File: src/rtl/oled_ram_write.sv
// oled_ram_write: single-pixel set/clear/toggle and whole-screen fill writer on OLED frame RAM port A.
// Latency: pixel read-modify-write completes (done) RD_LAT+3 cycles after accept; fill completes 1025 cycles after accept.
// Backpressure: cmd_ready is high only in IDLE; a command offered while busy is not queued and must be held by the source.
module oled_ram_write #(
  parameter int unsigned RD_LAT = 2
) (
  input  logic       clk,
  input  logic       rst_n,
  input  logic       cmd_valid,
  output logic       cmd_ready,
  input  logic [1:0] cmd_op,
  input  logic [6:0] cmd_x,
  input  logic [5:0] cmd_y,
  input  logic [7:0] cmd_fill,
  output logic       busy,
  output logic       done,
  output logic [9:0] ram_addr,
  output logic       ram_rden,
  output logic       ram_wren,
  output logic [7:0] ram_wrdata,
  input  logic [7:0] ram_q
);

  typedef enum logic [2:0] {
    S_IDLE, S_RD, S_WAIT, S_MOD, S_WR, S_FILL, S_DONE
  } state_e;

  localparam logic [1:0] OP_SET  = 2'b00;
  localparam logic [1:0] OP_CLR  = 2'b01;
  localparam logic [1:0] OP_FILL = 2'b11;
  // WAIT spans RD_LAT-1 cycles: counter runs 0..RD_LAT-2.
  localparam logic [2:0] WAIT_LAST = 3'((RD_LAT >= 2) ? (RD_LAT - 2) : 0);

  state_e      state_q, state_d;
  logic [1:0]  op_q, op_d;
  logic [2:0]  bit_q, bit_d;
  logic [2:0]  wcnt_q, wcnt_d;
  logic [10:0] fcnt_q, fcnt_d;
  logic        busy_q, busy_d;
  logic        done_q, done_d;
  logic        rden_q, rden_d;
  logic        wren_q, wren_d;
  logic [9:0]  addr_q, addr_d;
  logic [7:0]  wrdata_q, wrdata_d;
  logic [7:0]  bit_mask;

  // The pixel byte address is captured straight into ram_addr at accept, so
  // only the op and the bit index need their own latches; the fill byte is
  // parked in ram_wrdata for the whole burst.
  assign bit_mask   = 8'h01 << bit_q;
  assign cmd_ready  = (state_q == S_IDLE);
  assign busy       = busy_q;
  assign done       = done_q;
  assign ram_addr   = addr_q;
  assign ram_rden   = rden_q;
  assign ram_wren   = wren_q;
  assign ram_wrdata = wrdata_q;

  // Next-state and next-output logic; all outputs are registered, so each
  // value here is what the port shows in the following cycle.
  always_comb begin
    state_d  = state_q;
    op_d     = op_q;
    bit_d    = bit_q;
    wcnt_d   = wcnt_q;
    fcnt_d   = fcnt_q;
    busy_d   = busy_q;
    done_d   = 1'b0;
    rden_d   = 1'b0;
    wren_d   = 1'b0;
    addr_d   = addr_q;
    wrdata_d = wrdata_q;
    unique case (state_q)
      S_IDLE: begin
        if (cmd_valid) begin
          op_d   = cmd_op;
          bit_d  = cmd_y[2:0];
          busy_d = 1'b1;
          if (cmd_op == OP_FILL) begin
            state_d  = S_FILL;
            fcnt_d   = '0;
            addr_d   = '0;
            wrdata_d = cmd_fill;
            wren_d   = 1'b1;
          end else begin
            // Page 7 sits at the bottom of the address space to match the
            // refresh scan order.
            state_d = S_RD;
            addr_d  = {~cmd_y[5:3], cmd_x};
            rden_d  = 1'b1;
          end
        end
      end
      S_RD: begin
        wcnt_d  = '0;
        state_d = (RD_LAT > 1) ? S_WAIT : S_MOD;
      end
      S_WAIT: begin
        if (wcnt_q == WAIT_LAST) begin
          state_d = S_MOD;
        end else begin
          wcnt_d = wcnt_q + 3'd1;
        end
      end
      S_MOD: begin
        case (op_q)
          OP_SET:  wrdata_d = ram_q | bit_mask;
          OP_CLR:  wrdata_d = ram_q & ~bit_mask;
          default: wrdata_d = ram_q ^ bit_mask;
        endcase
        wren_d  = 1'b1;
        state_d = S_WR;
      end
      S_WR: begin
        state_d = S_DONE;
        done_d  = 1'b1;
        busy_d  = 1'b0;
      end
      S_FILL: begin
        fcnt_d = fcnt_q + 11'd1;
        if (fcnt_q == 11'd1023) begin
          state_d = S_DONE;
          done_d  = 1'b1;
          busy_d  = 1'b0;
        end else begin
          wren_d = 1'b1;
          addr_d = fcnt_d[9:0];
        end
      end
      S_DONE: begin
        state_d = S_IDLE;
      end
      default: begin
        state_d = S_IDLE;
      end
    endcase
  end

  // State and output registers; reset aborts any command in flight at once.
  always_ff @(posedge clk or negedge rst_n) begin
    if (!rst_n) begin
      state_q  <= S_IDLE;
      op_q     <= '0;
      bit_q    <= '0;
      wcnt_q   <= '0;
      fcnt_q   <= '0;
      busy_q   <= 1'b0;
      done_q   <= 1'b0;
      rden_q   <= 1'b0;
      wren_q   <= 1'b0;
      addr_q   <= '0;
      wrdata_q <= '0;
    end else begin
      state_q  <= state_d;
      op_q     <= op_d;
      bit_q    <= bit_d;
      wcnt_q   <= wcnt_d;
      fcnt_q   <= fcnt_d;
      busy_q   <= busy_d;
      done_q   <= done_d;
      rden_q   <= rden_d;
      wren_q   <= wren_d;
      addr_q   <= addr_d;
      wrdata_q <= wrdata_d;
    end
  end

endmodule

File: config.mk
export PLATFORM = sky130hd
export DESIGN_NAME = oled_ram_write
export DESIGN_NICKNAME = d
export VERILOG_FILES = /design/src/rtl/oled_ram_write.sv
export SDC_FILE = /design/constraint.sdc
export NUM_CORES = 1
export LEC_CHECK = 0
export CORE_MARGIN = 8
export CORE_UTILIZATION = 50
export DETAILED_ROUTE_END_ITERATION = 8
export PLACE_DENSITY = 0.78
export REMOVE_ABC_BUFFERS = 1
export SYNTH_ARGS = -nofsm -noshare
export SYNTH_HDL_FRONTEND = slang
export SYNTH_SLANG_ARGS = --single-unit
File: constraint.sdc
create_clock -name clk -period 2.9 [get_ports clk]
set_clock_uncertainty 0.1 [all_clocks]
set_input_delay 0.58 -clock clk [delete_from_list [all_inputs] [get_ports clk]]
set_output_delay 0.58 -clock clk [all_outputs]
set_load 0.01 [all_outputs]
==> metrics.cfg, run 1 <==
[die]
num_rows=27
fp.dieH_um=90.50
die_x_um=90.50
core_region_area_um2=5439
start_util=0.5102
dieArea_um2=8190
num_io_pins=57

[detailed_routing]
drc=0
routed_wl_mm=6.323
drtIter0Drc=121
via_count=2286
viasPerCell=5.549
drt_first_pass_iters=4
ant_nets=0
wl_per_cell_um=15.35

[logic_synthesis]
synth_area_um2=2775
postSynthAreaPerCell_um2=9.670
yosysSeqAreaShare=0.3968
synth.distinct_cells=51
synth_area_leaders=dfrtp_1, ha_1, mux2_2
synth-seq-cells=44
yosys_warnings=0
synth_area_leader_cell=dfrtp_1
synth_edf_count=0
synthCells=287
synth_top_area_share=0.3968
async_flop_share=1.000
ys.flop_type=dfrtp_1

[critical_path]
timing.rr.end=ram_addr[4]$_DFFE_PN0P_
path_max_fanout=13
cp.required_ps=2220
crit_arrival_ps=1860
critical_path_class=reg2out
ff2ff_setup_slack_ps=650
rr_startpoint=fcnt_q[0]$_DFFE_PN0P_
critPathLaunch=state_q[2]$_DFFE_PN0P_
startpoint_type=flip-flop
reg2reg_depth=5
crit_path_end=cmd_ready
end_kind=output pin

[global_route]
grt_pass1_wl_mm=10.85
grt_usage=0.1586
grt_start_max_net_pins=45
antenna_found_initial=0
overflow=0
first_global_vias=2312

[placed_design]
place_hpwl_mm=4.706
gp_congestion=0.7973
portBuffers=56
place_area_um2=3382
place_inst=404

[timing]
whs_ps=262.6
fmax_mhz=393.4
finalCritPeriodShare=0.8765
hold_viol_final=0
fin_tns_setup_ps=0
worst_pin_slew_ps=566.5
slew_violations=0
fin_crit_ps=2542
slew_headroom=0.6223
finalSetupViolCount=0
rsz0062_at_grt=false

[power_and_ir_drop]
p_total_mw=1.115
max-vdd-ir-drop_uv=201.3
power_leakage_nw=1.510
powerDensity_nw_per_um2=321.4

[clock_tree]
post_cts_buffers=0
clk_pin_slew_ps=80
htreeDepth=2
cts_tree=done
clock_sinks=44
postCtsHoldBufs=0
cts-root-buf=clkbuf_8
clock_path_buffers=2
cts_buffers=5
ctsResizeCount=0
clock_latency_ps=290

[layout]
nets=392
final_cell_area_um2=3470
final_cells=412
num_antenna_cells=0
drive_gt1_frac=0.1206
layout-area-overhead-vs-synth_pct=25.02

[min_path]
min_path_type=in2async

[run_status]
status=completed

[flow_run]
maxCapViolCount=0

-- final cells by class --
cell class,instances,area [um^2]
Clock buffer,5,68.82
Clock inverter,3,18.77
Fill cell,470,1969
Inverter,13,48.80
Multi-Input combinational cell,213,1541
Sequential cell,44,1101
Tap cell,72,90.09
Timing Repair Buffer,62,600.6
-- flip-flops by register name, indices dropped and copies added (netlist names) --
signal	flops
ram_rden	1
ram_wrdata	8
op_q	2
ram_wren	1
state_q	3
fcnt_q	11
bit_q	3
wcnt_q	3
done	1
busy	1
ram_addr	10
-- cell usage after synthesis, drive strengths merged, types with 2 or more instances --
| cell type | number |
|---|---|
| a211o | 2 |
| a211oi | 3 |
| a21o | 5 |
| a21oi | 8 |
| buf | 7 |
| clkbuf | 10 |
| dfrtp | 44 |
| ha | 19 |
| inv | 13 |
| mux2 | 14 |
| mux2i | 6 |
| nand2 | 29 |
| nand3 | 17 |
| nand3b | 5 |
| nand4 | 2 |
| nor2 | 12 |
| nor2b | 14 |
| nor3 | 3 |
| o211ai | 4 |
| o21a | 5 |
| o21ai | 20 |
| o2bb2ai | 3 |
| o311ai | 2 |
| o31a | 3 |
| o31ai | 10 |
| or2 | 2 |
| or3 | 2 |
| or3b | 2 |
| or4 | 6 |
| xor2 | 2 |
-- cells in the final DEF, fill, tap and decap left out, drive strengths merged, types with 7 or more instances in the layout --
cell           netlist  routed
clkdlybuf4s50        0      55
nor2                12      12
o31ai               10      10
a21oi                8       8
nand2               29      29
dfrtp               44      44
buf                  7       7
nor2b               14      14
o21ai               20      20
ha                  19      19
mux2                14      14
nand3               17      17
inv                 13      13
-- per-layer routing --
layer	GRT usage	vias to the layer above	part of all wire
met5	0	-	0
met4	0.05548	0	0.012
met3	0.04821	8	0.055
met2	0.2588	46	0.46
met1	0.1926	1094	0.47
li1	-	1138	-
-- how the worst min path moves through the flow --
stage	start	end	slack [ps]	depth (start not counted)
after global placement	ram_wrdata[3]$_DFFE_PN0P_	ram_wrdata[3]$_DFFE_PN0P_	360	2
after global routing	rst_n	ram_addr[1]$_DFFE_PN0P_	290	2
final	rst_n	ram_addr[1]$_DFFE_PN0P_	260	2
after CTS	rst_n	ram_addr[1]$_DFFE_PN0P_	270	2
after floorplan	rst_n	bit_q[0]$_DFFE_PN0P_	180	0
after detailed placement	ram_wrdata[3]$_DFFE_PN0P_	ram_wrdata[3]$_DFFE_PN0P_	370	2
-- logic make-up (layout without fill, tap and decap cells) --
kind of cell / count (synthesis) / after routing / share of synthesized area
AO/OA/AOI/OAI: 70 / 70 / 0.1795
multiplexers: 20 / 20 / 0.07845
XOR/XNOR: 3 / 3 / 0.009470
flip-flops: 44 / 44 / 0.3968
buffers and inverters: 30 / 83 / 0.04779
adder cells (fa/ha/maj): 19 / 19 / 0.08566
AND/OR/NAND/NOR: 101 / 101 / 0.2024
-- where the power goes --
group,switching (mW),internal (mW)
sequential,0.0112,0.616
combinational,0.0467,0.0673
clock,0.206,0.168
total,0.264,0.851
-- critical path: stages (launching register included) --
cell and delay [ps]:
dfrtp_1 510, or2_1 350, nor2_1 150, clkdlybuf4s50_1 560
-- stage by stage --
stage	worst slack [ps]	utilization
floorplan	830.7	-
global placement	440.7	0.6218
detailed placement	401.0	0.6218
CTS	337.8	0.6379
global route	242.4	0.6379
finish	358.3	0.6379
(Power assumes the default switching activity.)
==> inputs of run 2 (changes only) <==
- CORE_MARGIN: 8 -> 5
- TNS_END_PERCENT: not set -> 50
==> metrics.cfg, run 2 (same netlist as run 1, synthesis figures left out) <==
[timing]
slew_headroom=0.3408  ; -0.2816
finalSetupViolCount=0  ; unchanged
slew_violations=0  ; unchanged
fin_tns_setup_ps=0  ; unchanged
hold_viol_final=0  ; unchanged
fin_crit_ps=2673  ; +131.0 ps
whs_ps=341.4  ; +78.73 ps
fmax_mhz=374.1  ; -4.9%
finalCritPeriodShare=0.9216  ; +0.04518
worst_pin_slew_ps=988.8  ; +422.4 ps
rsz0062_at_grt=false

[die]
num_io_pins=57  ; unchanged
fp.dieH_um=84.50  ; -6.6%
dieArea_um2=7140  ; -13%
die_x_um=84.50  ; -6.6%
core_region_area_um2=5439  ; unchanged
num_rows=27  ; unchanged
start_util=0.5102  ; unchanged

[global_route]
grt_start_max_net_pins=45  ; unchanged
overflow=0  ; unchanged
antenna_found_initial=0  ; unchanged
grt_usage=0.1809  ; +0.02229
first_global_vias=2220  ; -4.0%
grt_pass1_wl_mm=10.49  ; -3.3%

[clock_tree]
clock_latency_ps=300  ; about the same
cts_buffers=5  ; unchanged
cts-root-buf=clkbuf_8
clock_sinks=44  ; unchanged
clock_path_buffers=2  ; unchanged
post_cts_buffers=0  ; unchanged
clk_pin_slew_ps=90  ; about the same
postCtsHoldBufs=0  ; unchanged
cts_tree=done
htreeDepth=2  ; unchanged
ctsResizeCount=0  ; unchanged

[power_and_ir_drop]
powerDensity_nw_per_um2=348.0  ; +8.3%
p_total_mw=1.210  ; +8.5%
max-vdd-ir-drop_uv=253.0  ; +26%
power_leakage_nw=1.508  ; -0.18%

[layout]
nets=390  ; -0.51%
ff_latch_area_um2=1101  ; unchanged
final_cell_mix=clkdlybuf4s50_1, dfrtp_1, nand2_1
drive_gt1_frac=0.1154  ; -0.005204
final_common_cell=clkdlybuf4s50_1
fillers=446  ; -5.1%
final_cells=410  ; -0.49%
top_register=fcnt_q
largest_reg_flops=11  ; unchanged
layout-area-overhead-vs-synth_pct=25.34
multi_input_area_um2=1541  ; unchanged
num_antenna_cells=0  ; unchanged

[min_path]
min_path_type=in2async

[detailed_routing]
drt_first_pass_iters=4  ; unchanged
via_count=2280  ; -0.26%
routed_wl_mm=6.144  ; -2.8%
wl_per_cell_um=14.99  ; -2.4%
viasPerCell=5.561  ; +0.22%
drtIter0Drc=150  ; +24%
drc=0  ; unchanged
ant_nets=0  ; unchanged

[critical_path]
critPathLaunch=state_q[0]$_DFFE_PN0P_
crit_arrival_ps=1990  ; +130 ps
critical_path_class=reg2out
path_max_fanout=16  ; +3
startpoint_type=flip-flop
rr_startpoint=state_q[0]$_DFFE_PN0P_
critical_path.max_stage_delay_ps=570  ; about the same
cp_slowest_cell=dfrtp_1
path_cells=or2_1 > nor2_1 > clkdlybuf4s50_1
end_kind=output pin
cp.required_ps=2220  ; about the same
crit_buf_inv=1  ; unchanged
cpLargestDelayFamily=flip-flops

[placed_design]
portBuffers=56  ; unchanged
place_hpwl_mm=4.496  ; -4.5%
gp_congestion=0.8282  ; +3.9%
place_inst=402  ; -0.50%

[run_status]
status=completed

[flow_run]
maxCapViolCount=0  ; unchanged

run 2: cell count changes in the layout (fill, tap and decap cells not counted):
cell and delta:
buf_4 -2, bufinv_16 +1, clkinv_2 -1, clkinv_4 -1, clkinvlp_4 +1
run 2: power breakdown:
part           leakage, nW  internal [mW]  switching [mW]
clock               0.0541          0.255           0.216
combinational        0.937         0.0661          0.0454
sequential           0.517          0.616          0.0113
run 2: routing by layer:
metal,GRT usage,vias up,part of all wire
met5,0,-,0
met4,0.07050,0,0.013
met3,0.04122,8,0.059
met2,0.2875,50,0.47
met1,0.2399,1090,0.46
li1,-,1132,-
run 2: final timing paths:
| check | end | slack (ps) | cells past startpoint |
|---|---|---|---|
| min reg2reg | ram_wrdata[2]$_DFFE_PN0P_ | 390 | 2 |
| min in group clk | ram_wrdata[2]$_DFFE_PN0P_ | 390 | 2 |
| max | cmd_ready | 230 | 3 |
| min | ram_addr[3]$_DFFE_PN0P_ | 340 | 1 |
| max reg2reg | ram_addr[5]$_DFFE_PN0P_ | 570 | 4 |
| max in group asynchronous | ram_wrdata[3]$_DFFE_PN0P_ | 1760 | 1 |
run 2: layout make-up:
type,instances,share of cell area
sequential,44,0.3165
clock buffer,5,0.01978
tap,72,0.02590
multi-input combinational,213,0.4432
clock inverter,3,0.01223
inverter,13,0.01403
timing repair buffer,60,0.1683
run 2: through the flow:
step / util / worst slack [ps] / area (um^2)
5_1_grt: 0.6395 / 94.80 / 3478
4_1_cts: 0.6395 / 205.5 / 3478
3_5_place_dp: 0.6190 / 369.6 / 3367
2_1_floorplan: - / 830.7 / 2691
3_3_place_gp: 0.6190 / 425.5 / 3367
6_report: 0.6395 / 227.3 / 3478
==> inputs of run 3 (changes only) <==
- CTS_BUF_LIST: not set -> sky130_fd_sc_hd__clkbuf_16
==> metrics.cfg, run 3 (same netlist as run 1, synthesis figures left out) <==
[global_route]
first_global_vias=2255  ; +1.6%
overflow=0  ; unchanged
grt_start_max_net_pins=45  ; unchanged
grt_pass1_wl_mm=10.61  ; +1.1%
grt_usage=0.1816  ; +0.0006526
antenna_found_initial=0  ; unchanged

[clock_tree]
clock_path_buffers=2  ; unchanged
clock_sinks=44  ; unchanged
htreeDepth=2  ; unchanged
cts-root-buf=clkbuf_16
clk_pin_slew_ps=60  ; -30 ps
clock_latency_ps=280  ; -20 ps
cts_buffers=5  ; unchanged
post_cts_buffers=0  ; unchanged
postCtsHoldBufs=0  ; unchanged
ctsResizeCount=0  ; unchanged
cts_tree=done

[placed_design]
place_area_um2=3367  ; unchanged
portBuffers=56  ; unchanged
place_inst=402  ; unchanged
place_hpwl_mm=4.496  ; unchanged
pre_cts_ws_ps=369.6  ; unchanged
gp_congestion=0.8282  ; unchanged

[critical_path]
ff2ff_setup_slack_ps=530  ; -40 ps
critical_path.max_stage_delay_ps=560  ; about the same
cpLargestDelayFamily=flip-flops
crit_path_end=cmd_ready
path_cells=or2_1 > nor2_1 > clkdlybuf4s50_1
path_max_fanout=16  ; unchanged
critical_path_class=reg2out
critPathLaunch=state_q[0]$_DFFE_PN0P_
reg2reg_depth=4  ; unchanged
cp_slowest_cell=dfrtp_1
timing.rr.end=ram_addr[5]$_DFFE_PN0P_
end_kind=output pin
startpoint_type=flip-flop
cp.depth=3  ; unchanged
crit_buf_inv=1  ; unchanged
cp.required_ps=2220  ; about the same
crit_arrival_ps=1970  ; -20 ps
rr_startpoint=state_q[0]$_DFFE_PN0P_

[layout]
final_cells=410  ; unchanged
final_common_cell=clkdlybuf4s50_1
layout-area-overhead-vs-synth_pct=27.37
top_register=fcnt_q
multi_input_area_um2=1541  ; unchanged
largest_reg_flops=11  ; unchanged
fin_util=0.6499  ; +0.01035
ff_latch_area_um2=1101  ; unchanged
drive_gt1_frac=0.1154  ; unchanged
final_cell_area_um2=3535  ; +1.6%
fillers=431  ; -3.4%
final_cell_mix=clkdlybuf4s50_1, dfrtp_1, nand2_1
num_antenna_cells=0  ; unchanged
nets=390  ; unchanged

[detailed_routing]
viasPerCell=5.566  ; about the same
drc=0  ; unchanged
drtIter0Drc=112  ; -25%
wl_per_cell_um=15.26  ; +1.8%
routed_wl_mm=6.257  ; +1.8%
drt_first_pass_iters=4  ; unchanged
via_count=2282  ; +0.088%
ant_nets=0  ; unchanged

[timing]
finalSetupViolCount=0  ; unchanged
slew_headroom=0.3497  ; +0.008906
fin_ws_ps=246.8  ; +19.58 ps
whs_ps=358.0  ; +16.60 ps
fin_crit_ps=2653  ; -19.58 ps
fin_tns_setup_ps=0  ; unchanged
hold_viol_final=0  ; unchanged
rsz0062_at_grt=false
fmax_mhz=376.9  ; +0.74%
worst_pin_slew_ps=975.5  ; -13.36 ps
slew_violations=0  ; unchanged
finalCritPeriodShare=0.9149  ; -0.006750

[die]
die_x_um=84.50  ; unchanged
num_io_pins=57  ; unchanged
fp.dieH_um=84.50  ; unchanged
num_rows=27  ; unchanged
core_region_area_um2=5439  ; unchanged
dieArea_um2=7140  ; unchanged
start_util=0.5102  ; unchanged

[run_status]
status=completed

[power_and_ir_drop]
p_total_mw=1.377  ; +14%
max-vdd-ir-drop_uv=244.3  ; -3.4%
powerDensity_nw_per_um2=389.6  ; +12%
power_leakage_nw=1.533  ; +1.7%

[flow_run]
maxCapViolCount=0  ; unchanged

[min_path]
min_path_type=in2async

[run 3: power breakdown]
part,internal [mW],leakage (nW),switching (mW),total [mW]
clock network,0.404,0.0798,0.233,0.637
registers,0.617,0.517,0.0115,0.629
logic,0.0661,0.937,0.0452,0.111
total,1.09,1.53,0.289,1.38
[run 3: how the worst min path moves through the flow]
stage	start	end	slack (ps)	depth (start not counted)
floorplan	rst_n	bit_q[0]$_DFFE_PN0P_	180	0
global placement	ram_wrdata[6]$_DFFE_PN0P_	ram_wrdata[6]$_DFFE_PN0P_	360	2
detailed placement	ram_wrdata[0]$_DFFE_PN0P_	ram_wrdata[0]$_DFFE_PN0P_	370	2
CTS	ram_wrdata[0]$_DFFE_PN0P_	ram_wrdata[0]$_DFFE_PN0P_	390	2
global route	ram_wrdata[0]$_DFFE_PN0P_	ram_wrdata[0]$_DFFE_PN0P_	410	2
finish	rst_n	ram_addr[3]$_DFFE_PN0P_	360	1
[run 3: final cells by class]
| cell class | instances | share of cell area |
|---|---|---|
| Multi-Input combinational cell | 213 | 0.4361 |
| Tap cell | 72 | 0.02549 |
| Inverter | 13 | 0.01381 |
| Clock inverter | 3 | 0.01204 |
| Timing Repair Buffer | 60 | 0.1657 |
| Clock buffer | 5 | 0.03540 |
| Sequential cell | 44 | 0.3115 |
[run 3: routing by layer]
| metal | track usage | vias up | routed length, um |
|---|---|---|---|
| li1 | - | 1135 | - |
| met3 | 0.04416 | 7 | 345 |
| met4 | 0.04748 | 0 | 77 |
| met5 | 0 | - | 0 |
| met2 | 0.3011 | 48 | 3026 |
| met1 | 0.2382 | 1092 | 2808 |
